[src/rtl/enc_acq_ctrl.sv]
// Acquisition sequencer for the dual-channel encoder counters: arms on START, waits for the
// selected index edge, snapshots both counts every DIV clocks into a small FIFO stream.
module enc_acq_ctrl #(
    parameter int CNT_W = 64,
    parameter int DIV_W = 32,
    parameter int DEPTH = 4
) (
    input  logic             clk,
    input  logic             rst,
    input  logic             start,
    input  logic             stop,
    input  logic             zsel,
    input  logic [15:0]      nsamp,
    input  logic [DIV_W-1:0] div,
    input  logic             z0,
    input  logic             z1,
    input  logic [CNT_W-1:0] cnt_a0,
    input  logic [CNT_W-1:0] cnt_a1,
    output logic             arm,
    output logic             sel,
    output logic             valid,
    input  logic             ready,
    output logic [CNT_W-1:0] data0,
    output logic [CNT_W-1:0] data1,
    output logic [15:0]      seq,
    output logic             busy,
    output logic             done,
    output logic             ovf
);
    localparam int AW = $clog2(DEPTH);

    typedef enum logic [2:0] {S_IDLE, S_WAITZ, S_RUN, S_DRAIN, S_FIN} state_t;

    typedef struct packed {
        logic [CNT_W-1:0] d0;
        logic [CNT_W-1:0] d1;
        logic [15:0]      sq;
    } snap_t;

    state_t           state;
    snap_t            mem [DEPTH];
    logic [AW-1:0]    wr_ptr, rd_ptr;
    logic [AW:0]      count, count_nxt;
    logic [DIV_W-1:0] div_m1, div_cnt;
    logic [15:0]      nsamp_q, samp_cnt, seq_cnt;
    logic             z_prev, z_cur, tick, pop, full, push, drop, last;

    assign z_cur = sel ? z1 : z0;
    // STOP beats a tick landing in the same cycle
    assign tick  = (state == S_RUN) && !stop && (div_cnt == '0);
    assign pop   = valid && ready;
    assign full  = (count == (AW+1)'(DEPTH));
    assign push  = tick && (!full || pop);
    assign drop  = tick && full && !pop;
    assign last  = tick && (nsamp_q != 16'd0) && (samp_cnt == nsamp_q - 16'd1);

    assign data0 = mem[rd_ptr].d0;
    assign data1 = mem[rd_ptr].d1;
    assign seq   = mem[rd_ptr].sq;

    always_comb begin
        count_nxt = count;
        if (push && !pop)
            count_nxt = count + (AW+1)'(1);
        else if (!push && pop)
            count_nxt = count - (AW+1)'(1);
    end

    always_ff @(posedge clk) begin
        if (rst) begin
            wr_ptr <= '0;
            rd_ptr <= '0;
            count  <= '0;
            valid  <= 1'b0;
            for (int i = 0; i < DEPTH; i++)
                mem[i] <= '0;
        end else begin
            if (push) begin
                mem[wr_ptr] <= '{d0: cnt_a0, d1: cnt_a1, sq: seq_cnt};
                wr_ptr      <= wr_ptr + AW'(1);
            end
            if (pop)
                rd_ptr <= rd_ptr + AW'(1);
            count <= count_nxt;
            valid <= (count_nxt != '0);
        end
    end

    always_ff @(posedge clk) begin
        if (rst) begin
            state    <= S_IDLE;
            arm      <= 1'b0;
            sel      <= 1'b0;
            busy     <= 1'b0;
            done     <= 1'b0;
            ovf      <= 1'b0;
            z_prev   <= 1'b0;
            nsamp_q  <= '0;
            div_m1   <= '0;
            div_cnt  <= '0;
            samp_cnt <= '0;
            seq_cnt  <= '0;
        end else begin
            done <= 1'b0;
            case (state)
                S_IDLE: if (start) begin
                    state    <= S_WAITZ;
                    busy     <= 1'b1;
                    arm      <= 1'b1;
                    sel      <= zsel;
                    nsamp_q  <= nsamp;
                    div_m1   <= (div == '0) ? '0 : div - DIV_W'(1);
                    // a Z already high at START must not count as an edge
                    z_prev   <= zsel ? z1 : z0;
                    ovf      <= 1'b0;
                    samp_cnt <= '0;
                    seq_cnt  <= '0;
                end
                S_WAITZ: begin
                    z_prev <= z_cur;
                    if (stop) begin
                        state <= S_DRAIN;
                        arm   <= 1'b0;
                    end else if (z_cur && !z_prev) begin
                        state   <= S_RUN;
                        div_cnt <= div_m1;
                    end
                end
                S_RUN: begin
                    if (stop) begin
                        state <= S_DRAIN;
                        arm   <= 1'b0;
                    end else if (tick) begin
                        div_cnt  <= div_m1;
                        seq_cnt  <= seq_cnt + 16'd1;
                        samp_cnt <= samp_cnt + 16'd1;
                        if (drop)
                            ovf <= 1'b1;
                        if (last) begin
                            state <= S_DRAIN;
                            arm   <= 1'b0;
                        end
                    end else begin
                        div_cnt <= div_cnt - DIV_W'(1);
                    end
                end
                S_DRAIN: if (count == '0) begin
                    state <= S_FIN;
                    done  <= 1'b1;
                end
                S_FIN: begin
                    state <= S_IDLE;
                    busy  <= 1'b0;
                end
                default: state <= S_IDLE;
            endcase
        end
    end
endmodule
[config.mk]
export PLATFORM = sky130hd
export DESIGN_NAME = enc_acq_ctrl
export DESIGN_NICKNAME = d
export VERILOG_FILES = /design/src/rtl/enc_acq_ctrl.sv
export SDC_FILE = /design/constraint.sdc
export NUM_CORES = 1
export LEC_CHECK = 0
export ABC_CLOCK_PERIOD_IN_PS = 18460
export CAP_MARGIN = 20
export CELL_PAD_IN_SITES_DETAIL_PLACEMENT = 0
export CELL_PAD_IN_SITES_GLOBAL_PLACEMENT = 1
export CORE_MARGIN = 1.5
export CORE_UTILIZATION = 47
export CTS_BUF_LIST = sky130_fd_sc_hd__clkbuf_16
export DETAILED_ROUTE_END_ITERATION = 10
export PLACE_DENSITY_LB_ADDON = 0.1
export SKIP_LAST_GASP = 1
export SLEW_MARGIN = 20
export SYNTH_ARGS = -nofsm -noshare
export SYNTH_HDL_FRONTEND = slang
export SYNTH_SLANG_ARGS = --single-unit
[constraint.sdc]
create_clock -name clk -period 18.46 [get_ports clk]
set_input_delay 3.692 -clock clk [delete_from_list [all_inputs] [get_ports clk]]
set_output_delay 3.692 -clock clk [all_outputs]
set_load 0.01 [all_outputs]
==> impl_metrics.prom <==
# TYPE chip_impl_metric gauge
chip_impl_info{name="grt_setup_unrepaired",value="false"} 1
chip_impl_info{name="dominant_combinational_cell_family_by_area_after_synthesis",value="simple AND/OR/NAND/NOR gates"} 1
chip_impl_info{name="outcome",value="complete, no violations"} 1
chip_impl_metric{name="post_synth_edffs",unit=""} 576
chip_impl_metric{name="synthAdderAreaFrac",unit="%"} 0.354
chip_impl_metric{name="cts.sink_count",unit=""} 707
chip_impl_metric{name="finalNetCount",unit=""} 2793
chip_impl_info{name="most_frequent_standard_cell_in_the_layout_excluding_fill_and_tap_cells",value="and2_1"} 1
chip_impl_metric{name="core-area",unit="mm^2"} 0.0670
chip_impl_info{name="yosys_most_used_dff",value="edfxtp_1"} 1
chip_impl_info{name="worst_hold_check_path_type",value="flop to flop"} 1
chip_impl_metric{name="worstPathMaxFanout",unit=""} 80
chip_impl_metric{name="finalCriticalPeriod",unit="ns"} 8.53
chip_impl_metric{name="clock.fmax",unit="GHz"} 0.117
chip_impl_metric{name="drt_pre_antenna_iters",unit=""} 5
chip_impl_metric{name="cp_data_required_time",unit="ns"} 18.67
chip_impl_info{name="cp_common_cell",value="and3_4"} 1
chip_impl_info{name="cp_cell_sequence",value="clkdlybuf4s50_1 > or4b_4 > or4_4 > nor4_2 > and3_4 > and3_4 > or2_4 > buf_4"} 1
chip_impl_metric{name="worstMarginPinSlew",unit="ns"} 1.07
chip_impl_metric{name="detail_route.vias_per_cell",unit=""} 5.48
chip_impl_info{name="layout_common_cells",value="583 x and2_1, 576 x edfxtp_1, 332 x clkdlybuf4s50_1, 144 x mux4_2, 129 x dfxtp_1"} 1
chip_impl_metric{name="post_synthesis_compound_gate_area_fraction",unit="%"} 4.42
chip_impl_metric{name="cts-root-to-sink-buffers",unit=""} 3
chip_impl_metric{name="gpl.final_weighted_congestion",unit=""} 0.811
chip_impl_metric{name="clkLatencyLatePin",unit="ns"} 0.61
chip_impl_metric{name="grt_util_all_layers",unit="%"} 22.0
chip_impl_metric{name="syn_area_per_cell",unit="um^2"} 13.7
chip_impl_metric{name="drt_drc_violations_left",unit=""} 0
chip_impl_metric{name="intPower",unit="mW"} 2.99
chip_impl_metric{name="die_height",unit="um"} 263
chip_impl_metric{name="rows",unit=""} 95
chip_impl_info{name="critical_path.startpoint_type",value="input pin"} 1
chip_impl_info{name="cell_with_the_biggest_individual_delay_on_the_critical_path",value="and3_4"} 1
chip_impl_metric{name="finalSetupViolations",unit=""} 0
chip_impl_metric{name="worst_clock_skew",unit="ns"} 0.0322
chip_impl_metric{name="switching_power",unit="mW"} 1.07
chip_impl_metric{name="yosys.cell_types.count",unit=""} 64
chip_impl_metric{name="holdWs",unit="ns"} 0.458
chip_impl_metric{name="clk_transition_reported_paths",unit="ns"} 0.06
chip_impl_metric{name="port-buffer-count",unit=""} 333
chip_impl_info{name="cts_tree",value="built"} 1
chip_impl_metric{name="postSynthNetCount",unit=""} 2505
chip_impl_metric{name="grt_antenna_before_repair",unit=""} 5
chip_impl_info{name="critPathKind",value="input pin to flop"} 1
chip_impl_info{name="crit_end_element",value="flop"} 1
chip_impl_metric{name="count_of_final_max_slew_check_failures",unit=""} 0
chip_impl_metric{name="routedWlPerCell",unit="um"} 21.5
chip_impl_metric{name="ir_worst_vdd",unit="uV"} 53.9
chip_impl_metric{name="leakagePower",unit="nW"} 13.5
chip_impl_metric{name="floorplan.initialDensity",unit="%"} 47.4
chip_impl_metric{name="max_cap_violations",unit=""} 0
chip_impl_metric{name="power.share.sequential",unit="%"} 45.7
chip_impl_metric{name="grt_pass1_vias",unit=""} 19800
chip_impl_info{name="synthDominantAreaCellType",value="edfxtp_1"} 1
chip_impl_metric{name="async_reset_ff_share",unit="%"} 0
chip_impl_metric{name="crit_arrival",unit="ns"} 8.74
chip_impl_metric{name="power_density",unit="mW/mm^2"} 106
chip_impl_metric{name="synthesis.instances",unit=""} 2312
chip_impl_metric{name="synth.ff_latch_count",unit=""} 707
chip_impl_info{name="cts_root_buf",value="clkbuf_16"} 1
chip_impl_metric{name="floorplan.io_pins",unit=""} 334
chip_impl_metric{name="cts.hold.buffers_added",unit=""} 0
chip_impl_metric{name="die_w",unit="um"} 263
chip_impl_metric{name="slowest_delay",unit="ns"} 0.93
chip_impl_metric{name="drtAntennaViolNets",unit=""} 0
chip_impl_metric{name="synth_sequential_area_ratio",unit="%"} 62.7
chip_impl_metric{name="switching_share",unit="%"} 26.3
chip_impl_metric{name="utilization",unit="%"} 57.0
chip_impl_metric{name="layout-drive-gt1-share",unit="%"} 11.3
chip_impl_metric{name="final.fill_count",unit=""} 5400
chip_impl_metric{name="timing.slew.headroom",unit="%"} 29.0
chip_impl_metric{name="globalRouteOverflowTotal",unit=""} 0
chip_impl_metric{name="route.vias.total",unit=""} 19400
chip_impl_metric{name="synth_largest_type_area_fraction",unit="%"} 54.4
chip_impl_metric{name="routed_wl",unit="um"} 75900
chip_impl_metric{name="hpwl",unit="um"} 44600
chip_impl_metric{name="pwr-share-comb",unit="%"} 20.1
chip_impl_metric{name="synth-xor-area-share",unit="%"} 2.07
chip_impl_metric{name="first_pass_grt_wire_length",unit="um"} 117000
chip_impl_metric{name="timing.setup.tns",unit="ns"} 0
chip_impl_metric{name="synth_area",unit="mm^2"} 0.0318
chip_impl_metric{name="yosysWarnings",unit=""} 0
chip_impl_metric{name="post_synth_mux_area_share",unit="%"} 10.8
chip_impl_metric{name="place_ws",unit="ns"} 9.21
chip_impl_metric{name="dr_iter_0_viols",unit=""} 1442
chip_impl_info{name="synth.top_cells.by_area",value="edfxtp_1 54%, and2_1 11%, mux4_2 10%"} 1
chip_impl_metric{name="period_share",unit="%"} 46.2
chip_impl_metric{name="area.growth.synth_to_final",unit="%"} 20.2
chip_impl_metric{name="synth_simple_gate_area_share",unit="%"} 17.4
chip_impl_metric{name="cts_setup_buffers",unit=""} 0
chip_impl_metric{name="postLayoutSetupSlackWorst",unit="ns"} 9.93
chip_impl_metric{name="ctsResizeCount",unit=""} 0
chip_impl_metric{name="cts_inserted_buffers",unit=""} 75
chip_impl_metric{name="grt_start_max_net_pins",unit=""} 145
chip_impl_metric{name="worstPathBufferInverterCount",unit=""} 2
chip_impl_metric{name="clock_tree.htree_level_count",unit=""} 3
chip_impl_metric{name="number_of_endpoints_with_negative_hold_slack_in_the_final_report",unit=""} 0
chip_impl_metric{name="report.power.total",unit="mW"} 4.06
chip_impl_metric{name="die-area",unit="mm^2"} 0.0692
chip_impl_metric{name="share_clk_of_total_power",unit="%"} 34.2
chip_impl_info{name="critPathTopFamily",value="simple AND/OR/NAND/NOR gates"} 1
cell type report:
type                    instances  area [um^2]  share of cell area [%]
inverters                      35          131                   0.344
well taps                     873         1090                    2.86
multi-input cells            1418        11200                    29.3
flip-flops and latches        707        19900                    52.2
clock inverters                54          268                   0.701
repair buffers                363         3600                    9.42
clock buffers                  79         1980                    5.18
diodes                          3         7.51                  0.0197
per-stage QoR:
step                cell area, um^2  instances
CTS                           38200       3529
finish                        38200       3532
detailed placement            35900       3396
floorplan                     31800       2312
global placement              35900       3395
global route                  38200       3532
cell families (layout without fill, tap and decap cells):
logic type      count (synthesis)  after routing
mux                           162            162
fa+ha+maj                       9              9
xor+xnor                       75             75
other cells                     0              3
simple gates                  946            946
compound gates                226            226
buf+inv                       187            531
flops                         707            707
final timing paths:
check / from / end / slack, ns / depth (start not counted)
min: div_m1[1]$_SDFFE_PP0P_ / div_m1[1]$_SDFFE_PP0P_ / 0.46 / 2
min reg2reg: div_m1[1]$_SDFFE_PP0P_ / div_m1[1]$_SDFFE_PP0P_ / 0.46 / 2
max: stop / mem[0][88]$_SDFFCE_PN0P_ / 9.93 / 8
max reg2reg: div_cnt[0]$_SDFFE_PP0P_ / mem[0][88]$_SDFFCE_PN0P_ / 12.42 / 9
power by group through the flow:
stage	combinational [mW]	clock, mW	sequential, mW
detailed placement	0.824	0	1.89
floorplan	0.487	0	1.88
global placement	0.821	0	1.88
finish	0.815	1.39	1.86
global route	0.879	1.48	1.87
CTS	0.828	1.42	1.86
flip-flops by register name, summed over array words and instances (netlist names), 2 cells and up, named ones only:
name      cells
count         3
div_cnt      32
div_m1       32
mem         576
nsamp_q      16
rd_ptr        2
samp_cnt     16
seq_cnt      16
state         3
wr_ptr        2
synth_stat cells, drive strengths merged, types with 3 or more instances:
cell and count:
edfxtp 576, or3 23, nor4 24, and2 583
nor4bb 3, o22ai 4, o31a 3, nand4 14
a2111oi 7, nor2 67, a211o 3, a221oi 4
nand4b 4, a31oi 8, ha 9, nand2b 7
o31ai 5, a21oi 69, xor2 36, or4 12
nand2 108, mux2i 16, clkbuf 124, and3 15
nand3 28, nand3b 7, o211ai 6, o32ai 15
dfxtp 131, mux4 144, a211oi 10, nor3 36
or2 5, xnor2 39, o2111ai 10, inv 35
o21ai 68, buf 28
worst register-to-register path, stage by stage, from the launching register on:
cell and delay, ns:
dfxtp_1 0.33, inv_1 0.10, ha_1 0.23, nor3b_1 0.52, nand4_1 0.63, nor4_2 0.59
and3_4 0.93, and3_4 0.78, or2_4 0.66, buf_4 0.84
layer usage:
metal	up-vias	share of wire, %	global-route usage (%)
met3	95	4.7	3.54
met1	9727	43	28.5
met5	-	0.041	0
met2	451	50	38.3
li1	9090	-	-
met4	4	1.9	6.05
No activity file was read; power rests on OpenSTA's default activity.
